===== src/rtl/timer_counter_if.sv =====
// CPU-bridge register port of one timer_counter: address/write strobe/data in,
// read data and interrupt request out.
interface timer_counter_if;
   localparam int unsigned BUS_W = 32;

   logic [BUS_W-1:0] Addr;
   logic             WE;
   logic [BUS_W-1:0] Din;
   logic [BUS_W-1:0] Dout;
   logic             IRQ;

   modport master (output Addr, output WE, output Din, input Dout, input IRQ);
   modport slave  (input Addr, input WE, input Din, output Dout, output IRQ);
endinterface


===== src/rtl/timer_counter.sv =====
// Memory-mapped down-counter timer with CTRL/PRESET/COUNT registers,
// one-shot and auto-reload modes, and a maskable interrupt.
module timer_counter #(
   parameter int unsigned CNT_W = 32
) (
   input  logic            clk,
   input  logic            reset_n,
   timer_counter_if.slave  bus
);
   localparam int unsigned BUS_W  = 32;
   localparam int unsigned MODE_W = 2;

   localparam logic [1:0] A_CTRL   = 2'b00;
   localparam logic [1:0] A_PRESET = 2'b01;
   localparam logic [1:0] A_COUNT  = 2'b10;
   localparam logic [MODE_W-1:0] MODE_RELOAD = 2'b01;

   typedef enum logic [1:0] {
      ST_IDLE,
      ST_LOAD,
      ST_CNT,
      ST_INT
   } state_t;

   state_t              state;
   logic                ctrl_en;
   logic [MODE_W-1:0]   ctrl_mode;
   logic                ctrl_im;
   logic [CNT_W-1:0]    preset;
   logic [CNT_W-1:0]    count;
   logic                irq_pend;

   logic                wr_ctrl_c;
   logic                wr_preset_c;
   logic                load_entry_c;
   logic                irq_set_c;
   logic                irq_clr_c;
   logic                unused_addr;

   assign unused_addr = ^{bus.Addr[BUS_W-1:4], bus.Addr[1:0]};

   assign wr_ctrl_c    = bus.WE && (bus.Addr[3:2] == A_CTRL);
   assign wr_preset_c  = bus.WE && (bus.Addr[3:2] == A_PRESET);
   // Entering LOAD from IDLE or from an auto-reload INT drops the pending flag,
   // so a reload interrupt is a single-cycle pulse.
   assign load_entry_c = ((state == ST_IDLE) && ctrl_en) ||
                         ((state == ST_INT) && (ctrl_mode == MODE_RELOAD));
   assign irq_set_c    = (state == ST_CNT) && ctrl_en && (count <= CNT_W'(1));
   assign irq_clr_c    = wr_ctrl_c || wr_preset_c || load_entry_c;

   // Control/counter sequencer; CPU writes to CTRL are applied last so they
   // override the one-shot EN clear in the same cycle.
   always_ff @(posedge clk or negedge reset_n) begin
      if (!reset_n) begin
         state     <= ST_IDLE;
         ctrl_en   <= 1'b0;
         ctrl_mode <= '0;
         ctrl_im   <= 1'b0;
         preset    <= '0;
         count     <= '0;
         irq_pend  <= 1'b0;
      end else begin
         case (state)
            ST_IDLE: begin
               if (ctrl_en) state <= ST_LOAD;
            end
            ST_LOAD: begin
               count <= preset;
               state <= ST_CNT;
            end
            ST_CNT: begin
               if (!ctrl_en) begin
                  state <= ST_IDLE;
               end else if (count > CNT_W'(1)) begin
                  count <= count - CNT_W'(1);
               end else begin
                  count <= '0;
                  state <= ST_INT;
               end
            end
            ST_INT: begin
               if (ctrl_mode == MODE_RELOAD) begin
                  state <= ST_LOAD;
               end else begin
                  ctrl_en <= 1'b0;
                  state   <= ST_IDLE;
               end
            end
            default: state <= ST_IDLE;
         endcase

         if (wr_ctrl_c) begin
            ctrl_en   <= bus.Din[0];
            ctrl_mode <= bus.Din[2:1];
            ctrl_im   <= bus.Din[3];
         end
         if (wr_preset_c) preset <= CNT_W'(bus.Din);

         // A set on the final count beats any clear in the same cycle.
         if (irq_set_c)      irq_pend <= 1'b1;
         else if (irq_clr_c) irq_pend <= 1'b0;
      end
   end

   // Zero-latency read mux.
   always_comb begin
      bus.Dout = '0;
      case (bus.Addr[3:2])
         A_CTRL:   bus.Dout = {28'd0, ctrl_im, ctrl_mode, ctrl_en};
         A_PRESET: bus.Dout = BUS_W'(preset);
         A_COUNT:  bus.Dout = BUS_W'(count);
         default:  bus.Dout = '0;
      endcase
   end

   assign bus.IRQ = irq_pend & ctrl_im;
endmodule

===== src/flat_wrapper.sv =====
// flat-port wrapper written by rule: the top's interface ports become plain ports
module timer_counter_flat 
#(
   parameter int unsigned CNT_W = 32
)
  (clk, reset_n, bus_Addr, bus_WE, bus_Din, bus_Dout, bus_IRQ);
  timer_counter_if bus_i ();
  input  logic clk;
  input  logic reset_n;
  input wire logic [$bits(bus_i.Addr)-1:0] bus_Addr;
  input wire logic [$bits(bus_i.WE)-1:0] bus_WE;
  input wire logic [$bits(bus_i.Din)-1:0] bus_Din;
  output wire logic [$bits(bus_i.Dout)-1:0] bus_Dout;
  output wire logic [$bits(bus_i.IRQ)-1:0] bus_IRQ;
  assign bus_i.Addr = bus_Addr;
  assign bus_i.WE = bus_WE;
  assign bus_i.Din = bus_Din;
  assign bus_Dout = bus_i.Dout;
  assign bus_IRQ = bus_i.IRQ;
  timer_counter #(.CNT_W(CNT_W)) u_core (.clk(clk), .reset_n(reset_n), .bus(bus_i));
endmodule

===== config.mk =====
export PLATFORM = sky130hd
export DESIGN_NAME = timer_counter_flat
export DESIGN_NICKNAME = d
export VERILOG_FILES = /design/src/rtl/timer_counter_if.sv /design/src/rtl/timer_counter.sv /design/src/flat_wrapper.sv
export SDC_FILE = /design/constraint.sdc
export NUM_CORES = 1
export LEC_CHECK = 0
export ABC_AREA = 1
export BUFFER_PORTS_ARGS = -buffer_cell sky130_fd_sc_hd__buf_2
export CORE_AREA = 10 10 102 104
export DETAILED_ROUTE_END_ITERATION = 6
export DIE_AREA = 0 0 112 114
export PLACE_DENSITY_LB_ADDON = 0.15
export SLEW_MARGIN = 20
export SYNTH_ARGS = -nofsm -noshare
export SYNTH_HDL_FRONTEND = slang
export SYNTH_SLANG_ARGS = --single-unit
export TNS_END_PERCENT = 5

===== constraint.sdc =====
create_clock -name clk -period 4 [get_ports clk]
set_input_delay 0.4 -clock clk [delete_from_list [all_inputs] [get_ports clk]]
set_output_delay 0.4 -clock clk [all_outputs]
set_load 0.01 [all_outputs]

; ---- After elaboration in Yosys (flattened, before gate mapping)
; Cells that the tools add are included.
[totals]
regBits = 71
in_bits = 67
[op_classes]
n_addsub = 1
order_cmp = 2
eq_ne = 10
muxes = 14
n_bitwise = 1
reduce_logical = 17
[op_table]
columns = cell, count
row1 = one-hot mux 32 bit (3 select lines), 1
row2 = two-way mux 32 bit, 2
row3 = one-hot mux 32 bit (2 select lines), 1
row4 = > comparator 32 x 1 -> 1 bit (second input constant), 1
row5 = less-or-equal comparator 32 x 1 -> 1 bit (second input constant), 1
row6 = subtractor 32 x 1 -> 32 bit (second input constant), 1
row7 = one-hot mux 2 bit (4 select lines), 1
row8 = == test 2 x 1 -> 1 bit (second input constant), 3
row9 = == test 2 bit (second input constant), 3
row10 = logical AND 1 bit, 6
row11 = two-way mux 1 bit, 6
row12 = two-way mux 2 bit, 3
row13 = != test 2 x 1 -> 1 bit (second input constant), 3
row14 = AND reduction 2 bit, 3
row15 = nonzero test 2 bit, 3
row16 = logical NOT 2 bit, 2
row17 = logical OR 1 bit, 3
row18 = != test 3 bit (second input constant), 1
row19 = bitwise AND 1 bit, 1

; ---- Longest topological paths before layout
[logic_depth]
word_depth = 6
ltp_mapped = 13
depth_no_buf = 13

; ---- Worst setup path after synthesis
; OpenSTA, ideal clock, no wires.
[synth_path]
path_type = register to register
startpoint = register u_core.count[0]
endpoint = register u_core.count[18]
setup_ps = 117
t_arrival_ps = 1471
required_ps = 3883
setup_slack_ps = 2412
path_stages_with_launch = 14
path_buffers = 0
synth_period_minus_slack_ps = 1588
cell_sequence = dfrtp_1 -> inv_1 -> ha_1 -> nand2_2 -> nor2_4 -> nand2_2 -> inv_2 -> nand2_1 -> nand2_1 -> nand2_1 -> nand2_1 -> nand2_1 -> nand2_1 -> nand2_1
[synth_via]
elab_chain_len = 4
[synth_lines]
columns = element, line
row1 = from (decl), timer_counter.sv:30  ; logic [CNT_W-1:0] count;
row2 = from (signal assigned), timer_counter.sv:68  ; count <= preset;
row3 = from (signal assigned), timer_counter.sv:75  ; count <= count - CNT_W'(1);
row4 = subtractor 32 x 1 -> 32 bit / > comparator 32 x 1 -> 1 bit (equally long branches), "timer_counter.sv:75, timer_counter.sv:74"
row5 = two-way mux 32 bit *, timer_counter.sv:74  ; end else if (count > CNT_W'(1)) begin
row6 = two-way mux 32 bit *, timer_counter.sv:72  ; if (!ctrl_en) begin
row7 = one-hot mux 32 bit (2 select lines) *, timer_counter.sv:63  ; case (state)
; Mark *: on every way between the ends. The rest lies on a longest branch, timed or not. The select of a mux whose other input is x is not followed.
; A chain may end at the register's enable or synchronous reset.

; ---- Worst setup path after layout
[layout_path]
startpoint = register u_core.state[0]
endpoint = register u_core.count[19]
[layout_via]
elab_chain_len = 3
[layout_lines]
columns = element, line
row1 = from (decl), timer_counter.sv:25  ; state_t state;
row2 = from (signal assigned), timer_counter.sv:55  ; state <= ST_IDLE;
row3 = from (signal assigned), timer_counter.sv:65  ; if (ctrl_en) state <= ST_LOAD;
row4 = from (signal assigned), timer_counter.sv:69  ; state <= ST_CNT;
row5 = == test 2 bit / == test 2 x 1 -> 1 bit (equally long branches), timer_counter.sv:63
row6 = != test 2 x 1 -> 1 bit (no source line) / nonzero test 2 bit (equally long branches), --
row7 = AND reduction 2 bit (no source line), --
; Several ways; a longest one is shown, not always the timed one.

==> flow_summary.yaml <==
status:
  outcome: "finished clean"
floorplan:
  core_um2: 8470
  die-area_um2: 12800
  io_pins: 100
  rows: 34
  chipHeight_um: 114
  die_x_um: 112
  start_util_pct: 52.5
logic_synthesis:
  synth_top_family_by_area: "simple AND/OR/NAND/NOR gates"
  synthSimpleGateAreaFrac_pct: 35.0
  synth_warnings: 0
  synth_fa_ha_area_share_pct: 0.563
  syn_nets: 704
  ys_types: 26
  synth_compound_area_share_pct: 9.42
  avgSynthCellArea_um2: 7.00
  ys_ff_latch: 71
  synth_mux_area_share_pct: 5.06
  seq_area_frac_synth_pct: 39.9
  syn-cell-area_um2: 4450
  synth_xor_xnor_area_share_pct: 2.76
  syn_inst: 635
job:
  maxCapViolations: 0
timing:
  setup_slack_ns: 1.88
  slew_headroom_pct: 37.9
  min_period_ns: 2.12
  tightest_slew_ns: 0.928
  period_share_pct: 52.9
  tns_ns: 0
  finClkSkew_ns: 0.0126
  setup_viol: 0
  max_freq_ghz: 0.473
  hold_viol_final: 0
  slew_violations: 0
  rsz0062_at_grt: "no"
critical_path:
  r2r-end: "u_core.count[19]$_DFFE_PN0P_"
  crit_end: "u_core.count[19]$_DFFE_PN0P_"
  slowest_stage: "dfrtp_1"
  end_kind: "flop"
  cp.required_ns: 4.24
  cp_cell_sequence: "nor2_2, nand2_1, nand2_1, buf_4, inv_1, buf_4, nand2_1, nand2_1"
  crit_buf_inv: 3
  arrival_ns: 2.36
  worstRegToRegCells: 8
  crit_path_start_kind: "flop"
  max_stage_delay_ns: 0.44
  cpMostUsedCell: "nand2_1"
  r2r_setup_slack_ns: 1.88
  path_max_fanout: 35
  cp-startpoint: "u_core.state[0]$_DFFE_PN0P_"
  r2r-start: "u_core.state[0]$_DFFE_PN0P_"
  crit_type: "reg -> reg"
  cp.depth: 8
  path_delay_family: "buffers and inverters"
pwr:
  combPwrFrac_pct: 44.0
  p_per_area_nw_per_um2: 673
  p_clk_share_pct: 20.5
  peakVddDrop_uv: 518
  p_leak_nw: 2.65
  p_sw_share_pct: 45.3
  p_int_mw: 1.88
  p_seq_share_pct: 35.5
  p_sw_mw: 1.55
global_routing:
  grt_overflow: 0
  grt_use_met3_pct: 3.62
  grt_use_total_pct: 18.8
  busiest_layer: "met2"
  grt_max_degree: 46
  antenna_found_initial: 0
  grt_pass1_vias: 4186
  gr-usage-met2_pct: 31.4
  grt_pass1_wl_um: 20200
  met1_usage_pct: 24.0
drt:
  routed-via-count: 4178
  drt_iter0_markers: 230
  drc_errors: 0
  avgViaCountPerCell: 5.15
  firstDrtPassIters: 5
  ant_nets: 0
  wire_per_inst_um: 14.8
  wl_um: 12000
place:
  gp_congestion: 0.948
  hpwl_um: 8840
  io_buffer_count: 69
  place_worst_setup_slack_ns: 1.72
cts:
  clock_latency_ns: 0.36
  cts_setup_buffers: 0
  tritoncts: "done"
  clkTransAtPathRegs_ns: 0.08
  clk_path_buf_depth: 2
  hold_buffers: 0
  cts-htree-levels: 3
  cts-resized-gates: 0
  cts_buffers: 9
  cts.sinks: 71
  cts_root_buffer: "clkbuf_8"
hold_path:
  hold_path_class: "in -> async"
cells_and_area:
  syn_to_final_growth_pct: 14.8
  nets: 768
  fin_util_pct: 60.3
  diodes: 0
  fill_cells: 831
  drive_above_1_share_pct: 19.9
## how the worst min path moves through the flow
stage / startpoint / to / slack [ns] / depth (start not counted)
floorplan: reset_n / u_core.count[0]$_DFFE_PN0P_ / 0.10 / 0
global placement: u_core.count[1]$_DFFE_PN0P_ / u_core.count[1]$_DFFE_PN0P_ / 0.49 / 2
CTS: reset_n / u_core.preset[9]$_DFFE_PN0P_ / 0.12 / 1
detailed placement: reset_n / u_core.count[11]$_DFFE_PN0P_ / 0.50 / 1
global route: reset_n / u_core.count[8]$_DFFE_PN0P_ / 0.16 / 1
finish: reset_n / u_core.count[8]$_DFFE_PN0P_ / 0.10 / 1
## synth_stat cells, drive strengths merged
cell	n	area (um2)
a21oi	10	50.1
buf	5	37.5
clkbuf	15	56.3
dfrtp	71	1780
ha	2	25.0
inv	61	229
mux2	20	225
nand2	261	1020
nand3	20	125
nand4	6	37.5
nor2	81	377
o2111ai	1	8.76
o211ai	4	30.0
o21ai	56	280
o22ai	8	50.1
xnor2	1	8.76
xor2	13	114
## through the flow
stage                     hold WS [ns]  power, mW  cell area [um2]  cells
after floorplan                  0.104       2.31             4450    635
after CTS                        0.124       3.44             5100    812
after detailed placement         0.503       2.74             4860    796
after global placement           0.489       2.69             4860    796
after global routing             0.162       3.73             5100    812
final                            0.104       3.43             5100    812
## worst register-to-register path: stages (launching register included)
cell     delay (ns)
dfrtp_1        0.44
nor2_2         0.23
nand2_1        0.10
nand2_1        0.07
buf_4          0.35
inv_1          0.35
buf_4          0.32
nand2_1        0.10
nand2_1        0.05
## layer usage
| layer | wire (um) | share of wire (%) |
|---|---|---|
| met5 | 0 | 0 |
| met4 | 212 | 1.8 |
| met3 | 574 | 4.8 |
| met2 | 5690 | 47 |
| met1 | 5530 | 46 |
## power by group through the flow
stage	Sequential, mW	Combinational, mW	Clock, mW
after detailed placement	1.22	1.51	0
final	1.22	1.51	0.703
after global routing	1.25	1.74	0.742
after global placement	1.22	1.48	0
after floorplan	1.16	1.16	0
after CTS	1.21	1.52	0.710
## state kept, by name (all words and copies together), names as in the netlist
name,flops
u_core.preset,32
u_core.ctrl_en,1
u_core.ctrl_im,1
u_core.state,2
u_core.count,32
u_core.ctrl_mode,2
u_core.irq_pend,1
## kinds of logic after synthesis
logic type,Yosys count
AND/OR/NAND/NOR,368
buffers and inverters,81
AO/OA/AOI/OAI,79
flip-flops,71
multiplexers,20
XOR/XNOR,14
adder cells (fa/ha/maj),2
## layout by cell type, fill, tap and decap left out, drive strengths merged, types with 2 or more instances in the layout
cell type	count
a21oi	10
buf	73
bufinv	3
clkbuf	11
dfrtp	71
ha	2
inv	61
mux2	20
nand2	261
nand3	20
nand4	6
nor2	81
o211ai	4
o21ai	56
o22ai	8
xor2	13
## cell type report
class | instances | area (um2) | share of cell area (%)
inverters | 61 | 229 | 4.49
clock inverters | 5 | 106 | 2.08
multi-input cells | 483 | 2350 | 46.1
repair buffers | 73 | 375 | 7.35
flip-flops and latches | 71 | 1780 | 34.8
well taps | 108 | 135 | 2.65
clock buffers | 11 | 131 | 2.57
Note: power is estimated with default switching activity, not from simulation.
